**src/rtl/rv32i_pkg.sv**
```systemverilog
// RV32I shared decode definitions: opcodes, ALU op codes, immediate formats,
// result-select codes and the canonical NOP.
package rv32i_pkg;

    localparam logic [6:0] OP_LUI    = 7'b0110111;
    localparam logic [6:0] OP_AUIPC  = 7'b0010111;
    localparam logic [6:0] OP_JAL    = 7'b1101111;
    localparam logic [6:0] OP_JALR   = 7'b1100111;
    localparam logic [6:0] OP_BRANCH = 7'b1100011;
    localparam logic [6:0] OP_LOAD   = 7'b0000011;
    localparam logic [6:0] OP_STORE  = 7'b0100011;
    localparam logic [6:0] OP_IMM    = 7'b0010011;
    localparam logic [6:0] OP_REG    = 7'b0110011;
    localparam logic [6:0] OP_FENCE  = 7'b0001111;
    localparam logic [6:0] OP_SYSTEM = 7'b1110011;

    localparam logic [31:0] RV_NOP = 32'h00000013;

    localparam logic [1:0] RES_ALU = 2'b00;
    localparam logic [1:0] RES_MEM = 2'b01;
    localparam logic [1:0] RES_PC4 = 2'b10;

    typedef enum logic [3:0] {
        ALU_ADD   = 4'd0,
        ALU_SUB   = 4'd1,
        ALU_AND   = 4'd2,
        ALU_OR    = 4'd3,
        ALU_XOR   = 4'd4,
        ALU_SLL   = 4'd5,
        ALU_SRL   = 4'd6,
        ALU_SRA   = 4'd7,
        ALU_SLT   = 4'd8,
        ALU_SLTU  = 4'd9,
        ALU_PASSB = 4'd10
    } alu_ctrl_e;

    typedef enum logic [2:0] {
        IMM_I = 3'd0,
        IMM_S = 3'd1,
        IMM_B = 3'd2,
        IMM_U = 3'd3,
        IMM_J = 3'd4
    } imm_src_e;

    typedef struct packed {
        logic       reg_write;
        logic [1:0] result_src;
        logic       mem_write;
        logic       jump;
        logic       branch;
        logic       alu_src;
        alu_ctrl_e  alu_ctrl;
        logic       jalr;
        imm_src_e   imm_src;
        logic       imm_en;
    } ctrl_t;

    // funct7[5] selects SUB only for register-register ops; shifts honour it for both.
    function automatic alu_ctrl_e alu_decode(input logic [2:0] funct3,
                                             input logic       f7b5,
                                             input logic       is_reg);
        case (funct3)
            3'b000:  return (is_reg && f7b5) ? ALU_SUB : ALU_ADD;
            3'b001:  return ALU_SLL;
            3'b010:  return ALU_SLT;
            3'b011:  return ALU_SLTU;
            3'b100:  return ALU_XOR;
            3'b101:  return f7b5 ? ALU_SRA : ALU_SRL;
            3'b110:  return ALU_OR;
            default: return ALU_AND;
        endcase
    endfunction

    function automatic alu_ctrl_e branch_decode(input logic [2:0] funct3);
        case (funct3)
            3'b100, 3'b101: return ALU_SLT;
            3'b110, 3'b111: return ALU_SLTU;
            default:        return ALU_SUB;
        endcase
    endfunction

endpackage

```
**src/rtl/regfile_32x32.sv**
```systemverilog
// 32x32 integer register file: async reset, one write port, two async read
// ports with write-first bypass; x0 always reads zero.
module regfile_32x32
    import rv32i_pkg::*;
#(
    parameter int DEPTH = 32
) (
    input  logic        clk,
    input  logic        reset,
    input  logic        we,
    input  logic [4:0]  wa,
    input  logic [31:0] wd,
    input  logic [4:0]  ra1,
    input  logic [4:0]  ra2,
    output logic [31:0] rd1,
    output logic [31:0] rd2
);

    logic [31:0] regs [DEPTH];
    logic        wr_hit;

    assign wr_hit = we && (wa != 5'd0);

    always_ff @(posedge clk or posedge reset) begin
        if (reset) begin
            for (int i = 0; i < DEPTH; i++) begin
                regs[i] <= '0;
            end
        end else if (wr_hit) begin
            regs[wa] <= wd;
        end
    end

    // Same-cycle write data is forwarded so decode sees the value being retired.
    always_comb begin
        rd1 = '0;
        rd2 = '0;
        if (ra1 != 5'd0) begin
            rd1 = (wr_hit && (wa == ra1)) ? wd : regs[ra1];
        end
        if (ra2 != 5'd0) begin
            rd2 = (wr_hit && (wa == ra2)) ? wd : regs[ra2];
        end
    end

endmodule

```
**src/rtl/id_stage.sv**
```systemverilog
// RV32I decode stage: IF/ID register, control decode, immediate generation and
// register file. Optional ID_ILLEGAL_DETECT_EN adds IllegalD and masks control.
module id_stage
    import rv32i_pkg::*;
#(
    parameter logic [31:0] NOP_INSTR = RV_NOP,
    parameter int          RF_DEPTH  = 32
) (
    input  logic        clk,
    input  logic        reset,
    input  logic        StallD,
    input  logic        FlushD,
    input  logic [31:0] InstrF,
    input  logic [31:0] PCF,
    input  logic [31:0] PCPlus4F,
    input  logic        RegWriteW,
    input  logic [4:0]  RdW,
    input  logic [31:0] ResultW,
    output logic [31:0] InstrD,
    output logic [31:0] PCD,
    output logic [31:0] PCPlus4D,
    output logic [4:0]  Rs1D,
    output logic [4:0]  Rs2D,
    output logic [4:0]  RdD,
    output logic [31:0] RD1D,
    output logic [31:0] RD2D,
    output logic [31:0] ImmExtD,
    output logic        RegWriteD,
    output logic [1:0]  ResultSrcD,
    output logic        MemWriteD,
    output logic        JumpD,
    output logic        BranchD,
    output logic        ALUSrcD,
    output logic [3:0]  ALUControlD,
    output logic        JalrD
`ifdef ID_ILLEGAL_DETECT_EN
    ,
    output logic        IllegalD
`endif
);

    logic [6:0] opcode;
    logic [2:0] funct3;
    ctrl_t      ctrl_raw;
    ctrl_t      ctrl;

    // IF/ID register: flush beats stall beats load
    always_ff @(posedge clk or posedge reset) begin
        if (reset) begin
            InstrD   <= NOP_INSTR;
            PCD      <= '0;
            PCPlus4D <= '0;
        end else if (FlushD) begin
            InstrD   <= NOP_INSTR;
            PCD      <= '0;
            PCPlus4D <= '0;
        end else if (!StallD) begin
            InstrD   <= InstrF;
            PCD      <= PCF;
            PCPlus4D <= PCPlus4F;
        end
    end

    assign opcode = InstrD[6:0];
    assign funct3 = InstrD[14:12];
    assign Rs1D   = InstrD[19:15];
    assign Rs2D   = InstrD[24:20];
    assign RdD    = InstrD[11:7];

    // Unsupported opcodes, FENCE and SYSTEM fall through with every control bit low.
    always_comb begin
        ctrl_raw         = '0;
        ctrl_raw.imm_src = IMM_I;
        case (opcode)
            OP_LUI: begin
                ctrl_raw.reg_write = 1'b1;
                ctrl_raw.alu_src   = 1'b1;
                ctrl_raw.alu_ctrl  = ALU_PASSB;
                ctrl_raw.imm_src   = IMM_U;
                ctrl_raw.imm_en    = 1'b1;
            end
            OP_AUIPC: begin
                ctrl_raw.reg_write = 1'b1;
                ctrl_raw.alu_src   = 1'b1;
                ctrl_raw.alu_ctrl  = ALU_ADD;
                ctrl_raw.imm_src   = IMM_U;
                ctrl_raw.imm_en    = 1'b1;
            end
            OP_JAL: begin
                ctrl_raw.reg_write  = 1'b1;
                ctrl_raw.result_src = RES_PC4;
                ctrl_raw.jump       = 1'b1;
                ctrl_raw.imm_src    = IMM_J;
                ctrl_raw.imm_en     = 1'b1;
            end
            OP_JALR: begin
                ctrl_raw.reg_write  = 1'b1;
                ctrl_raw.result_src = RES_PC4;
                ctrl_raw.jump       = 1'b1;
                ctrl_raw.jalr       = 1'b1;
                ctrl_raw.alu_src    = 1'b1;
                ctrl_raw.imm_en     = 1'b1;
            end
            OP_BRANCH: begin
                ctrl_raw.branch   = 1'b1;
                ctrl_raw.alu_ctrl = branch_decode(funct3);
                ctrl_raw.imm_src  = IMM_B;
                ctrl_raw.imm_en   = 1'b1;
            end
            OP_LOAD: begin
                ctrl_raw.reg_write  = 1'b1;
                ctrl_raw.result_src = RES_MEM;
                ctrl_raw.alu_src    = 1'b1;
                ctrl_raw.imm_en     = 1'b1;
            end
            OP_STORE: begin
                ctrl_raw.mem_write = 1'b1;
                ctrl_raw.alu_src   = 1'b1;
                ctrl_raw.imm_src   = IMM_S;
                ctrl_raw.imm_en    = 1'b1;
            end
            OP_IMM: begin
                ctrl_raw.reg_write = 1'b1;
                ctrl_raw.alu_src   = 1'b1;
                ctrl_raw.alu_ctrl  = alu_decode(funct3, InstrD[30], 1'b0);
                ctrl_raw.imm_en    = 1'b1;
            end
            OP_REG: begin
                ctrl_raw.reg_write = 1'b1;
                ctrl_raw.alu_ctrl  = alu_decode(funct3, InstrD[30], 1'b1);
            end
            default: ;
        endcase
    end

`ifdef ID_ILLEGAL_DETECT_EN
    logic [6:0] funct7;
    logic       illegal;

    assign funct7 = InstrD[31:25];

    always_comb begin
        illegal = 1'b0;
        case (opcode)
            OP_LUI, OP_AUIPC, OP_JAL, OP_FENCE, OP_SYSTEM: illegal = 1'b0;
            OP_JALR:   illegal = (funct3 != 3'b000);
            OP_BRANCH: illegal = (funct3[2:1] == 2'b01);
            OP_LOAD:   illegal = (funct3 == 3'b011) || (funct3[2:1] == 2'b11);
            OP_STORE:  illegal = (funct3 > 3'b010);
            OP_IMM: begin
                if (funct3 == 3'b001) begin
                    illegal = (funct7 != 7'b0000000);
                end else if (funct3 == 3'b101) begin
                    illegal = (funct7 != 7'b0000000) && (funct7 != 7'b0100000);
                end
            end
            OP_REG: begin
                illegal = !((funct7 == 7'b0000000) ||
                            ((funct7 == 7'b0100000) &&
                             ((funct3 == 3'b000) || (funct3 == 3'b101))));
            end
            default: illegal = 1'b1;
        endcase
    end

    assign ctrl     = illegal ? ctrl_t'('0) : ctrl_raw;
    assign IllegalD = illegal;
`else
    assign ctrl = ctrl_raw;
`endif

    // B and J immediates carry an implicit zero LSB
    always_comb begin
        ImmExtD = '0;
        if (ctrl_raw.imm_en) begin
            case (ctrl_raw.imm_src)
                IMM_I: ImmExtD = {{20{InstrD[31]}}, InstrD[31:20]};
                IMM_S: ImmExtD = {{20{InstrD[31]}}, InstrD[31:25], InstrD[11:7]};
                IMM_B: ImmExtD = {{19{InstrD[31]}}, InstrD[31], InstrD[7],
                                  InstrD[30:25], InstrD[11:8], 1'b0};
                IMM_U: ImmExtD = {InstrD[31:12], 12'b0};
                IMM_J: ImmExtD = {{11{InstrD[31]}}, InstrD[31], InstrD[19:12],
                                  InstrD[20], InstrD[30:21], 1'b0};
                default: ImmExtD = '0;
            endcase
        end
    end

    assign RegWriteD   = ctrl.reg_write;
    assign ResultSrcD  = ctrl.result_src;
    assign MemWriteD   = ctrl.mem_write;
    assign JumpD       = ctrl.jump;
    assign BranchD     = ctrl.branch;
    assign ALUSrcD     = ctrl.alu_src;
    assign ALUControlD = ctrl.alu_ctrl;
    assign JalrD       = ctrl.jalr;

    regfile_32x32 #(
        .DEPTH(RF_DEPTH)
    ) u_rf (
        .clk   (clk),
        .reset (reset),
        .we    (RegWriteW),
        .wa    (RdW),
        .wd    (ResultW),
        .ra1   (Rs1D),
        .ra2   (Rs2D),
        .rd1   (RD1D),
        .rd2   (RD2D)
    );

endmodule

```
**config.mk**
```make
export PLATFORM = sky130hd
export DESIGN_NAME = id_stage
export DESIGN_NICKNAME = d
export VERILOG_FILES = /design/src/rtl/rv32i_pkg.sv /design/src/rtl/regfile_32x32.sv /design/src/rtl/id_stage.sv
export SDC_FILE = /design/constraint.sdc
export NUM_CORES = 2
export LEC_CHECK = 0
export CAP_MARGIN = 10
export CORE_ASPECT_RATIO = 0.75
export CORE_MARGIN = 2
export CORE_UTILIZATION = 61
export CTS_CLUSTER_DIAMETER = 50
export CTS_CLUSTER_SIZE = 28
export DETAILED_ROUTE_END_ITERATION = 12
export PLACE_DENSITY = 0.91
export SLEW_MARGIN = 40
export SYNTH_ARGS = -nofsm -noshare
export SYNTH_HDL_FRONTEND = slang
export SYNTH_HIERARCHICAL = 1
export SYNTH_SLANG_ARGS = --single-unit
export TNS_END_PERCENT = 20
```
**constraint.sdc**
```tcl
create_clock -name clk -period 44.2 [get_ports clk]
set_input_delay 8.84 -clock clk [delete_from_list [all_inputs] [get_ports clk]]
set_output_delay 8.84 -clock clk [all_outputs]
set_load 0.02 [all_outputs]
```
After elaboration in Yosys (flattened, before gate mapping). Index checks and enable logic that the tools add are counted.

Add/sub/neg operators: 0. $mul: 0. Divide/modulo/power cells: 0. Order comparisons: 4. Eq/ne operators: 23. Shifts and indexed selects: 0. Multiplexer cells: 36. Bitwise gates (word level): 3. Reductions and logical operators: 16.

Operators with widths (number): bitwise mux 1024 bit (1); two-way mux 32 bit (16); binary-select mux 32 bit (select 5 bit) (2); demux 32 bit (select 5 bit) (1); one-hot mux 32 bit (5 select lines) (1); one-hot mux 4 bit (7 select lines) (2); == test 7 x 6 -> 1 bit, second input constant (3); == test 7 bit, second input constant (3); >= comparator 6 bit, second input constant (3); inverter 5 -> 6 bit (3); one-hot mux 4 bit (4 select lines) (1); == test 3 bit, second input constant (5); nonzero test 5 bit (3); == test 7 x 5 -> 1 bit, second input constant (2); == test 3 x 2 -> 1 bit, second input constant (4); one-hot mux 3 bit (4 select lines) (1); == test 5 bit (2); two-way mux 1 bit (9); one-hot mux 4 bit (2 select lines) (1); OR reduction 2 bit (4); OR reduction 8 bit (1); == test 7 x 2 -> 1 bit, second input constant (1); OR reduction 7 bit (1); == test 3 x 1 -> 1 bit, second input constant (2); other kinds (6) (10).

Register bits after elaboration: 1120. Latch bits: 0. RAM bits: 0. Memory bits (read-only): 0. Input bits: 138. Output and inout port bits: 219. Word-level logic and storage cells: 117. Memories: 0.

Depth between registers and ports, before layout.
Depth after elaboration: 6. Depth in mapped cells: 10. Mapped depth without buffers: 5.

By module. Netlist, hierarchy kept.

Modules (own cells, without submodules): regfile_32x32 (times used 1, cells an instance 3874, area an instance 55454.4 um^2, seq. area each 25624.6 um^2); id_stage (times used 1, cells an instance 450, area an instance 4667.0 um^2, seq. area each 2406.1 um^2).

Worst setup path after synthesis. OpenSTA, ideal clock, no wires.

Path kind: input to output. From: input RdW[0]. To: output RD1D[16]. Arrival: 10.591 ns. Required time: 35.360 ns. Setup slack: 24.769 ns. Stages on the path: 7. Path buffers: 3. Cell sequence: buf_2 nor2_1 a21bo_2 or4_1 buf_2 buf_2 a21oi_1.

Cells in the longest elaborated chain, start to end: 5. Elaborated cells on any way between the ends: 6. Those cells by class: 1 x eq/ne; 2 x mux; 3 x reduce/logical.

Ends and longest elaborated chain: start: declaration (line id_stage.sv:17) `input logic [4:0] RdW,`; nonzero test 5 bit (line regfile_32x32.sv:22) `assign wr_hit = we && (wa != 5'd0);`; logical AND 1 bit (line regfile_32x32.sv:22); logical AND 1 bit (*) (line regfile_32x32.sv:39) `rd1 = (wr_hit && (wa == ra1)) ? wd : regs[ra1];`; two-way mux 32 bit (*) (line regfile_32x32.sv:39); two-way mux 32 bit (*) (line regfile_32x32.sv:38) `if (ra1 != 5'd0) begin`; end: declaration (line id_stage.sv:25) `output logic [31:0] RD1D,`.

Mark *: on every way between the ends. The rest lies on a longest branch, timed or not.

Worst setup path after layout.
From: input RdW[3]. To: output RD1D[5].

Same word-level chain as after synthesis.

==> run metrics <==
outcome complete, no violations; crit-path max FO 24; CP dominant cell by count clkdlybuf4s50_1; power per cell area 44.1 nW/um^2; CP delay by family, top buffers and inverters; crit path max-delay cell type clkdlybuf4s50_1; antenna violation net count after detailed routing 0; DP HPWL 124000 um; DRT Pass-1 Iters 10; fin nets 4558; setup bufs post-CTS 0; Final Instance Area 68100 um^2; H-Tree Depth 3; Critical Path RT 35.36 ns; share of cells above drive strength 1 40.9%; Hold Path Depth 0; Synthesis Warnings 6; clock latency on the worst-skew pair 0.71 ns; met3 Use GR 20.6%; Yosys reg bits 1120; Relative slew margins 29.8%; Leak Pwr 28.6 nW; Crit Path Class in2out; busiest metal layer after global routing met2; Reg2Reg Depth 4; port bufs 356; drt via density 7.78; final wirelength 218000 um; Synth Instances 4324; PostCTS Resize Cnt 0; maximum clock frequency 0.0447 GHz; GRT Resource Usage Total 42.5%; Area Growth Syn to Fin 13.3%; global-route wire length before repair 313000 um; worst slew pin tran 1.05 ns; worst path bufs/invs 3; 1st-iter DRT viols 7729; CTS buffer count 96; antenna violations before repair 16; number of synthesized flops with an enable pin 0; # Max-Cap Violations 0; Worst Path Arrival 13.55 ns; vias 45385; die width 367 um; unrepaired setup endpoints after global routing false; cell chosen for the clock root clkbuf_16; Initial Util 61.7%; Core Area 97500 um^2; num rows 99; max-slew violations 0; vias in the first global route 45711; die height 276 um; CTS tree yes; Final min period 22.39 ns; CP cell instances clkdlybuf4s50_1, nor3_2, a21bo_2, or4_2, buf_4, nand2_1, o31ai_1, clkdlybuf4s50_1; Die Footprint 101000 um^2; worst hold path type reg2reg; final cell count without fillers 5830; clock tree buffer depth 3; Inst Count DP 5628; Routed wire per std cell 37.5 um; Startpoint Class primary input; Post-Route Setup TNS 0 ns; Max VDD drop 41.9 uV; # DRC 0; CP peak stage delay 0.78 ns; I/O Pins 357; Avg Synthesized Cell Area 13.9 um^2; cell area after placement 64200 um^2; clock-pin slew on the worst setup and hold paths 0.07 ns; met1 Track Usage GR 52.5%; Async S/R FF share, synth 100%; routability-driven placement congestion ratio 0.995; endpoints failing setup 0; CP Capture Type output port; met2 usage 58.6%; sequential share of the synthesized area 46.6%; final worst path period share 50.7%; CTS Hold Bufs 0; pin count of the biggest net entering global routing 124; Mapped Area 60100 um^2; CP Depth 8; GRT overflow 0; CTS sink count 1120; clk_skew 0 ns; Synth Net Count 4462; Hold Violations, Final 0; Netlist cell types 74; main flop type after synthesis dfrtp_1
[power by group]
group | internal [mW] | leakage [nW] | total [mW] | switching (mW)
sequential | 1.21 | 14.4 | 1.37 | 0.165
clock | 0.480 | 1.74 | 0.966 | 0.487
combinational | 0.349 | 12.5 | 0.665 | 0.315
[registers in the layout, indices dropped and copies added (netlist names)]
name       count
u_rf/regs   1024
InstrD        32
PCD           32
PCPlus4D      32
[worst paths after layout]
kind / to / slack, ns / from
setup / recovery: RD1D[5] / 21.81 / RdW[3]
hold / removal: u_rf/regs[997]$_DFFE_PP0P_ / 0.40 / u_rf/regs[997]$_DFFE_PP0P_
max in group asynchronous: u_rf/regs[486]$_DFFE_PP0P_ / 32.81 / reset
min in group asynchronous: InstrD[14]$_DFFE_PP0P_ / 8.66 / reset
setup reg to reg: InstrD[22]$_DFFE_PP0P_ / 41.87 / InstrD[22]$_DFFE_PP0P_
hold reg to reg: u_rf/regs[997]$_DFFE_PP0P_ / 0.40 / u_rf/regs[997]$_DFFE_PP0P_
[placed cells by master, fill, tap and decap left out, types with 80 or more instances in the layout]
master	netlist	final
nor2_1	154	141
o22ai_1	80	80
clkbuf_16	0	97
mux4_2	380	380
mux2_2	1046	1046
a21oi_1	88	87
clkdlybuf4s50_1	0	337
mux2i_1	351	351
dfrtp_1	1117	1108
o21ai_0	90	89
buf_4	47	91
[cell type report]
type	instances	area [um^2]
inverter	12	61.3
timing repair buffer	485	4830
tap	1313	1640
sequential	1120	28100
clock buffer	101	2450
multi-input combinational	2705	29900
clock inverter	81	1170
antenna	13	32.5
fill	5860	29400
[cells in the mapped netlist, types with 10 or more instances]
library cell	n	area share, %
dfrtp_1	1117	46
buf_6	28	0.52
o221ai_1	13	0.19
mux4_2	380	14
nor3_1	35	0.29
a22o_1	17	0.25
a221o_1	28	0.47
a21oi_1	88	0.73
buf_4	47	0.59
a211o_1	14	0.20
buf_1	56	0.35
a22oi_1	33	0.41
clkbuf_1	220	1.4
a221oi_1	45	0.66
nand3b_1	10	0.12
o21ai_0	90	0.75
nand2_1	57	0.36
nor2b_1	32	0.33
nor3b_1	14	0.17
and2_1	13	0.14
a2111oi_0	14	0.20
nand2b_1	14	0.15
mux2_2	1046	20
nor2_1	154	0.96
o22a_1	12	0.17
buf_2	130	1.1
o22ai_1	80	0.83
mux2i_1	351	5.8
a211oi_1	47	0.59
[per-layer routing]
metal,part of all wire (%),wire length [um]
met1,34,73500
met2,42,90800
met3,16,35900
met4,8.2,17900
met5,0.080,175
[kinds of logic (layout without fill, tap and decap cells)]
logic type	Yosys count	in the layout	synth area share (%)
muxes	1778	1778	39.7
DFF	1120	1120	46.6
AOI/OAI and AO/OA	532	532	6.16
buffers and inverters	499	679	4.12
and+or+nand+nor	385	385	3.26
xor gates and xnor gates	10	10	0.146
other	0	13	0
[worst reg2reg max path, cell delays in order (launching register included)]
cell     delay, ns
dfrtp_4       0.81
buf_12        0.53
buf_4         0.63
mux2i_1       0.16
nor2_1        0.12
[through the flow]
step	setup slack (ns)	hold slack [ns]	power, mW	util [%]
after floorplan	6.54	0.441	1.78	-
after global placement	22.45	0.376	1.95	65.7
after detailed placement	22.30	0.384	2.00	65.9
after CTS	22.20	0.399	2.96	69.6
after global routing	21.85	0.410	3.07	69.8
final	21.81	0.400	3.00	69.9
(Power assumes the default switching activity.)
